[config.mk]
export PLATFORM = sky130hd
export DESIGN_NAME = rr_decode_arbiter
export DESIGN_NICKNAME = d
export VERILOG_FILES = /design/src/rtl/rr_decode_arbiter.sv
export SDC_FILE = /design/constraint.sdc
export NUM_CORES = 1
export LEC_CHECK = 0
export CAP_MARGIN = 40
export CORE_ASPECT_RATIO = 0.8
export CORE_MARGIN = 2
export CORE_UTILIZATION = 55
export DETAILED_ROUTE_END_ITERATION = 8
export GPL_ROUTABILITY_DRIVEN = 0
export PLACE_DENSITY = 0.81
export SYNTH_ARGS = -nofsm -noshare
export SYNTH_HDL_FRONTEND = slang
export SYNTH_SLANG_ARGS = --single-unit
[constraint.sdc]
create_clock -name clk_i -period 4.62 [get_ports clk_i]
set_clock_uncertainty 0.05 [all_clocks]
set_input_delay 0.924 -clock clk_i [delete_from_list [all_inputs] [get_ports clk_i]]
set_output_delay 0.924 -clock clk_i [all_outputs]
set_load 0.005 [all_outputs]
[src/rtl/rr_decode_arbiter.sv]
// Eight-way round-robin arbiter that feeds a shared 3-to-8 select path with a registered owner index.
// Optional tenure limit compiled in with `define ARB_TIMEOUT_EN (limit set by MAX_HOLD).
module rr_decode_arbiter #(
  parameter int N_REQ    = 8,
  parameter int IDX_W    = 3,
  parameter int MAX_HOLD = 16
) (
  input  logic             clk_i,
  input  logic             rst_i,
  input  logic             en_i,
  input  logic [N_REQ-1:0] req_i,
  output logic [N_REQ-1:0] gnt_o,
  output logic [IDX_W-1:0] gnt_idx_o,
  output logic             gnt_vld_o,
  output logic             timeout_o
);

  typedef enum logic {
    IDLE,
    GRANT
  } state_e;

  if (N_REQ != 8 || IDX_W != 3 || MAX_HOLD < 2 || MAX_HOLD > 255) begin : gBadParam
    $error("rr_decode_arbiter: unsupported parameter combination");
  end

  state_e             state_q, state_d;
  logic [N_REQ-1:0]   gnt_q, gnt_d;
  logic [IDX_W-1:0]   gntIdx_q, gntIdx_d;
  logic               gntVld_q, gntVld_d;
  logic [IDX_W-1:0]   ptr_q, ptr_d;

  logic [IDX_W-1:0]   winIdx;
  logic [IDX_W-1:0]   candIdx;
  logic               winFound;

  // Scan from the priority pointer upward; the 3-bit sum wraps naturally modulo 8.
  always_comb begin
    winIdx   = ptr_q;
    candIdx  = ptr_q;
    winFound = 1'b0;
    for (int i = 0; i < N_REQ; i++) begin
      candIdx = ptr_q + IDX_W'(i);
      if (!winFound && req_i[candIdx]) begin
        winIdx   = candIdx;
        winFound = 1'b1;
      end
    end
  end

`ifdef ARB_TIMEOUT_EN
  logic [7:0] holdCnt_q, holdCnt_d;
  logic       timeout_q, timeout_d;
`endif

  always_comb begin
    state_d  = state_q;
    gnt_d    = gnt_q;
    gntIdx_d = gntIdx_q;
    gntVld_d = gntVld_q;
    ptr_d    = ptr_q;
`ifdef ARB_TIMEOUT_EN
    holdCnt_d = holdCnt_q;
    timeout_d = 1'b0;
`endif
    case (state_q)
      IDLE: begin
        if (en_i && winFound) begin
          state_d  = GRANT;
          gntIdx_d = winIdx;
          gnt_d    = N_REQ'(1) << winIdx;
          gntVld_d = 1'b1;
`ifdef ARB_TIMEOUT_EN
          holdCnt_d = 8'd0;
`endif
        end
      end
      GRANT: begin
        // A normal release wins over a tenure revoke landing on the same edge.
        if (!req_i[gntIdx_q]) begin
          state_d  = IDLE;
          gnt_d    = '0;
          gntVld_d = 1'b0;
          ptr_d    = gntIdx_q + IDX_W'(1);
        end
`ifdef ARB_TIMEOUT_EN
        else if (holdCnt_q == 8'(MAX_HOLD - 1)) begin
          state_d   = IDLE;
          gnt_d     = '0;
          gntVld_d  = 1'b0;
          ptr_d     = gntIdx_q + IDX_W'(1);
          timeout_d = 1'b1;
        end else begin
          holdCnt_d = holdCnt_q + 8'd1;
        end
`endif
      end
      default: begin
        state_d  = IDLE;
        gnt_d    = '0;
        gntVld_d = 1'b0;
      end
    endcase
  end

  always_ff @(posedge clk_i) begin
    if (rst_i) begin
      state_q  <= IDLE;
      gnt_q    <= '0;
      gntIdx_q <= '0;
      gntVld_q <= 1'b0;
      ptr_q    <= '0;
    end else begin
      state_q  <= state_d;
      gnt_q    <= gnt_d;
      gntIdx_q <= gntIdx_d;
      gntVld_q <= gntVld_d;
      ptr_q    <= ptr_d;
    end
  end

`ifdef ARB_TIMEOUT_EN
  always_ff @(posedge clk_i) begin
    if (rst_i) begin
      holdCnt_q <= 8'd0;
      timeout_q <= 1'b0;
    end else begin
      holdCnt_q <= holdCnt_d;
      timeout_q <= timeout_d;
    end
  end

  assign timeout_o = timeout_q;
`else
  assign timeout_o = 1'b0;
`endif

  assign gnt_o     = gnt_q;
  assign gnt_idx_o = gntIdx_q;
  assign gnt_vld_o = gntVld_q;

endmodule

Word-level counts from Yosys, hierarchy flattened
Index checks and enable logic that the tools add are counted.
W data, S select, Z words.
{ "classes": {"add_sub_neg": 8, "n_lt_le_gt_ge": 9, "eq_ne": 2, "shift": 1, "muxes": 42, "bitwise": 2, "reduce_logical": 18} }
{ "op_table": {"columns": ["op", "n"], "rows": [
  ["$lt A3 B4 Y1 const B", 9],
  ["$bmux W1 S3", 9],
  ["$mux W1", 21],
  ["$mux W3", 7],
  ["$mux W8", 2],
  ["$pmux W8 S2", 1],
  ["$add A3 B3 Y3 const B", 4],
  ["$logic_and A1 B1 Y1", 8],
  ["$shl A1 B3 Y8 const A", 1],
  ["$logic_not A1 Y1", 7],
  ["$add A3 B1 Y3 const B", 2],
  ["$add A3 B2 Y3 const B", 2],
  ["$reduce_and A2 Y1", 3],
  ["$ne A2 B2 Y1 const B", 2],
  ["$pmux W1 S2", 2],
  ["$not A1 Y1", 2]
]} }
{ "totals": {"ff_bits": 16, "output_inout_bits": 13} }

Logic depth before layout (Yosys ltp)
Gate-level depths: netlist (run 1).
{ "logic_depth": {"ltp_word": 27, "mapped_depth": 13, "ltp_nobuf": 9} }

Worst setup path after synthesis (run 1)
OpenSTA, ideal clock, no wires.
{ "synth_path": {"path_kind": "register -> register", "startpoint": "register ptr_q[0]", "endpoint": "register gnt_q[0] (netlist: gnt_o[0])", "setup_time_ns": 0.117, "t_arrival_ns": 3.191, "required_ns": 4.453, "slack_ns": 1.261, "stages_incl_launch_ff": 13, "n_path_buf": 3, "synth_period_minus_slack_ns": 3.359, "path_cell_list": "dfxtp_1 -> buf_6 -> inv_2 -> ha_1 -> buf_2 -> buf_6 -> mux2_2 -> a221oi_2 -> a32oi_2 -> o221a_1 -> a2111o_1 -> o211a_1 -> a32o_1"} }
{ "synth_between": {"elab_chain_cells": 27} }
{ "synth_lines": {"columns": ["item", "line_no", "text"], "rows": [
  ["start, declared", "31", "logic [IDX_W-1:0] ptr_q, ptr_d;"],
  ["start signal, assigned", "118", "ptr_q <= ptr_d;"],
  ["parallel branches: the longest is 27 deep, another holds $add A3 B1 Y3", null, null],
  ["end signal, assigned", "115", "gnt_q <= gnt_d;"],
  ["end, declared", "28", "logic [N_REQ-1:0] gnt_q, gnt_d;"]
]} }
Parallel ways; which one is timed is not known. The select of a mux whose other input is x is not followed.
A chain may end at the register's enable or synchronous reset.

Worst setup path in the final report (run 1)
{ "layout_path": {"startpoint": "register ptr_q[0]", "endpoint": "register gnt_q[6] (netlist: gnt_o[6])"} }
Same word-level chain as after synthesis.

==> impl_metrics.ini, run 1 <==
[cells_and_area]
drive_above_1_share = 0.150
finalNetCount = 208
fillers = 223
seqCellArea_um2 = 320
antenna_cells = 0
synthToLayoutAreaGrowth_pct = 17.1
utilization = 0.684
post_layout_nonfiller_instances = 231
multi_input_area_um2 = 1230

[pwr]
p_leak_uw = 0.000670
p_switching_uw = 251
combPwrFrac = 0.535
swShare = 0.396
peakVddDrop_mv = 0.204
power_uw = 633
clkPwrFrac = 0.196
p_int_uw = 382
pwr-share-seq = 0.269
p_per_area_nw_per_um2 = 332

[sta]
min_period_over_period = 0.827
drv_slew = 0
fin_ws_ns = 0.801
finalHoldViolCount = 0
post-route-min-period_ns = 3.82
worst_pin_slew_ns = 0.810
relSlewSlack = 0.458
setup_tns_ns = 0
rsz0062_at_grt = no
setup_viol = 0
max_freq_mhz = 262

[routing]
first_pass_iters = 5
vias_per_cell = 6.84
drc = 0
ant_nets = 0
drt_iter0_markers = 184
wl_per_cell_um = 18.1
wirelength_um = 4190
via_count = 1579

[global_route]
grt_overflow = 0
grt_pass1_wl_um = 7040
antenna_found_initial = 0
grt_max_degree = 20
grt_pass1_vias = 1451
track_usage = 0.269

[yosys]
synth_area_um2 = 1630
synth_commonest_cells = 16 x dfxtp_1, 13 x nand2_1, 12 x nor2_1, 11 x a21oi_1
yosysMostFrequentCell = dfxtp_1
synth_area_leaders = dfxtp_1 20%, mux4_2 12%, mux2i_1 5.5%, mux2_2 5.5%, a32o_1 3.7%
synth_top_area_frac = 0.197
synthFlopType = dfxtp_1
synth_seq_cells = 16
synth_edf_count = 0
syn_area_per_cell_um2 = 9.31
yosysWarnings = 0
ys_seq_area_frac = 0.197
yosysTopAreaCell = dfxtp_1
synthCells = 175
synth_cell_types = 59
async_flop_share = 0
syn_nets = 189

[clock_network]
insertion_delay_ns = 0.25
cts_tree = done
path_clk_slew_ns = 0.06
ctsResizeCount = 0
cts_max_level = 1
cts_setup_buffers = 0
clock_sinks = 16
cts_max_path_buffers = 2
numCtsBuffers = 3
cts-hold-fix-buffers = 0
cts-root-buf = clkbuf_8

[min_path]
hold_end = gnt_o[7]
hold_class = register to register
min_from = gnt_o[7]
min_path_cells = 2

[status]
outcome = completed

[flow_run]
cap_violations = 0

[floorplanning]
die_y_um = 52.7
dieArea_um2 = 3420
die_width_um = 64.8
fp-row-count = 17
ios = 24
coreArea_um2 = 2790
initial_core_util = 0.585

[worst_setup_path]
startpoint_type = register
worstPathMaxFanout = 15
worstPathRequired_ns = 4.74
r2r-end = gnt_o[6]
r2r_start = ptr_q[0]
arrival_ns = 3.93
worstRegToRegCells = 9
critical_path_class = register to register
r2r_slack_ns = 0.80
end_kind = register

[place]
place_ws_ns = 0.611
dpl.cell_count = 227
io_buffers = 22
dp_hpwl_um = 3220
[power by group through the flow]
stage / clock [uW] / sequential [uW] / combinational, uW
finish: 124 / 170 / 339
global route: 133 / 172 / 365
CTS: 126 / 170 / 332
detailed placement: 0 / 173 / 329
global placement: 0 / 172 / 320
floorplan: 0 / 168 / 248
[layout by cell type (no fill, tap or decap), types with 3 or more instances in the layout]
cell type	count
a21boi_0	3
a21oi_1	11
a32o_1	6
clkbuf_8	4
clkdlybuf4s50_1	22
dfxtp_1	16
ha_1	3
inv_1	5
mux2_2	8
mux2i_1	9
mux4_2	9
nand2_1	13
nand2b_1	6
nand3_1	3
nor2_1	12
nor2b_1	4
o21ai_0	5
o31ai_1	4
xor2_1	3
[flip-flops by register name, summed over array words and instances (netlist names)]
name       flops
gnt_idx_o      3
state_q        1
gnt_vld_o      1
ptr_q          3
gnt_o          8
[worst max path at each step]
| stage | cells after the start | end | slack, ns | from |
|---|---|---|---|---|
| after floorplan | 12 | gnt_o[0] | 1.26 | ptr_q[0] |
| after global routing | 9 | gnt_o[5] | 0.49 | ptr_q[0] |
| after global placement | 8 | gnt_o[5] | 0.63 | req_i[7] |
| final | 9 | gnt_o[6] | 0.80 | ptr_q[0] |
| after detailed placement | 8 | gnt_o[6] | 0.61 | req_i[6] |
| after CTS | 9 | gnt_o[6] | 0.86 | ptr_q[0] |
[cell type report]
cell class / instances / share of cell area
Inverter: 6 / 0.0118
Timing Repair Buffer: 24 / 0.123
Clock buffer: 4 / 0.0289
Sequential cell: 16 / 0.168
Tap cell: 38 / 0.0249
Multi-Input combinational cell: 143 / 0.643
[metrics by stage]
step	hold WS [ns]	area, um2
global placement	0.390	1850
detailed placement	0.402	1850
finish	0.408	1910
floorplan	0.399	1630
CTS	0.417	1910
global route	0.437	1910
[cell families (layout without fill, tap and decap cells)]
group                    after synthesis  count (layout)  synth area share
buffers and inverters                 16              34            0.0507
AO/OA/AOI/OAI                         55              55             0.267
other                                  1               1           0.00230
adder cells (fa/ha/maj)                3               3            0.0230
AND/OR/NAND/NOR                       52              52             0.172
flip-flops                            16              16             0.197
multiplexers                          28              28             0.267
XOR/XNOR                               4               4            0.0215
[layer usage]
layer | GRT usage | vias up | part of all wire
met5 | 0 | - | 0
met4 | 0.0532 | 0 | 0.011
met3 | 0.0559 | 8 | 0.080
met2 | 0.424 | 85 | 0.46
met1 | 0.382 | 756 | 0.44
li1 | - | 730 | -
[critical path: stages, from the launching register on]
cell     delay (ns)
dfxtp_1        0.34
inv_2          0.09
ha_1           0.71
mux4_2         0.64
mux2i_1        0.46
nor4b_2        0.44
a31oi_1        0.33
nor2_1         0.48
nand2_1        0.11
o31ai_1        0.08
Note: power is estimated with default switching activity, not from simulation.
==> run 2, diff against run 1 <==
--- a/config.mk
+++ b/config.mk
@@ -8,10 +8,10 @@
 export CAP_MARGIN = 40
 export CORE_ASPECT_RATIO = 0.8
 export CORE_MARGIN = 2
-export CORE_UTILIZATION = 55
+export CORE_UTILIZATION = 49
 export DETAILED_ROUTE_END_ITERATION = 8
 export GPL_ROUTABILITY_DRIVEN = 0
-export PLACE_DENSITY = 0.81
+export PLACE_DENSITY = 0.76
 export SYNTH_ARGS = -nofsm -noshare
 export SYNTH_HDL_FRONTEND = slang
 export SYNTH_SLANG_ARGS = --single-unit
==> constraint.sdc (replaced) <==
create_clock -name clk_i -period 3.2 [get_ports clk_i]
set_clock_uncertainty 0.05 [all_clocks]
set_input_delay 0.64 -clock clk_i [delete_from_list [all_inputs] [get_ports clk_i]]
set_output_delay 0.64 -clock clk_i [all_outputs]
set_load 0.005 [all_outputs]
==> impl_metrics.ini, run 2 (synthesis results as in run 1) <==
[clock_network]
cts_tree = done
cts_max_path_buffers = 2
insertion_delay_ns = 0.25
path_clk_slew_ns = 0.06
cts-root-buf = clkbuf_8
numCtsBuffers = 3
cts_max_level = 1
clock_sinks = 16

[sta]
min_period_over_period = 0.974
setup_tns_ns = 0
finalHoldViolCount = 0
rsz0062_at_grt = no
fin_ws_ns = 0.0821
post-route-min-period_ns = 3.12
max_freq_mhz = 321
drv_slew = 0
setup_viol = 0
hold_slack_ns = 0.413

[worst_setup_path]
r2r_slack_ns = 0.10
worstPathRequired_ns = 3.29
arrival_ns = 3.21
startpoint_type = primary input
end_kind = register
worstPathMaxFanout = 5
critical_path_class = primary input to register

[routing]
via_count = 1752
ant_nets = 0
wirelength_um = 5340
drc = 0
drt_iter0_markers = 120
wl_per_cell_um = 19.3
first_pass_iters = 4
vias_per_cell = 6.32

[place]
place_area_um2 = 2170
place_ws_ns = -0.420
io_buffers = 22
dp_hpwl_um = 3950

[floorplanning]
initial_core_util = 0.520
fp-row-count = 18
die_width_um = 68.5
coreArea_um2 = 3130
ios = 24
dieArea_um2 = 3800
die_y_um = 55.6

[pwr]
clkPwrFrac = 0.158
combPwrFrac = 0.628
peakVddDrop_mv = 0.368
power_uw = 1120
p_switching_uw = 436
swShare = 0.390
p_int_uw = 682
p_leak_uw = 0.000919
pwr-share-seq = 0.214
p_per_area_nw_per_um2 = 472

[global_route]
grt_max_degree = 19
grt_pass1_wl_um = 8400
grtUsageMet3 = 0.0506
grtUsageMet2 = 0.479
busiest_layer = met2
grtUsageMet1 = 0.408
grt_pass1_vias = 1693
grt_overflow = 0
track_usage = 0.290
antenna_found_initial = 0

[flow_run]
cap_violations = 0

[cells_and_area]
finalNetCount = 252
layout_commonest_cell = buf_4
layout_common_cells = 43 x buf_4, 15 x dfxtp_1, 14 x clkdlybuf4s50_1
synthToLayoutAreaGrowth_pct = 45.3
largest_reg_flops = 8
antenna_cells = 0
drive_above_1_share = 0.384
fin_area_um2 = 2370

[min_path]
hold_class = register to register

[status]
outcome = completed
run 2: critical path, cell delays in order:
cell and delay, ns:
dlygate4sd2_1 0.28, mux4_2 0.53, mux2_2 0.30, or3b_1 0.37, a311o_1 0.41, and3_4 0.20
a31o_1 0.25, a32o_1 0.24
run 2: metal layers:
metal / vias up / part of all wire
met3: 2 / 0.056
met1: 876 / 0.44
met5: - / 0
li1: 814 / -
met2: 60 / 0.50
met4: 0 / 0.0032
run 2: power groups by stage:
| stage | sequential, uW | combinational [uW] | clock, uW |
|---|---|---|---|
| after global placement | 243 | 579 | 0 |
| after CTS | 239 | 651 | 181 |
| after global routing | 241 | 745 | 184 |
| final | 240 | 702 | 177 |
| after floorplan | 242 | 362 | 0 |
| after detailed placement | 243 | 606 | 0 |
run 2: final cells by class:
type	count	area (um2)
Clock buffer	4	55.1
Multi-Input combinational cell	143	1340
Tap cell	40	50.0
Fill cell	198	763
Timing Repair Buffer	68	579
Sequential cell	16	324
Inverter	6	22.5
run 2: repair_timing:
action	4_1_cts	5_1_grt
pin swaps	5	7
endpoints found under the setup margin	10	11
setup buffers	3	1
hold buffers	0	0
gates resized for setup	19	16
run 2: worst paths after layout:
check / cells after the start / start / end
setup / recovery: 8 / req_i[5] / gnt_o[2]
hold / removal: 2 / gnt_o[6] / gnt_o[6]
setup reg to reg: 13 / ptr_q[1] / gnt_o[5]
hold reg to reg: 2 / gnt_o[6] / gnt_o[6]
run 2: through the flow:
step                      std cells  utilization
final                           277        0.756
after CTS                       276        0.735
after floorplan                 175            -
after global routing            277        0.756
after global placement          269        0.693
after detailed placement        269        0.693
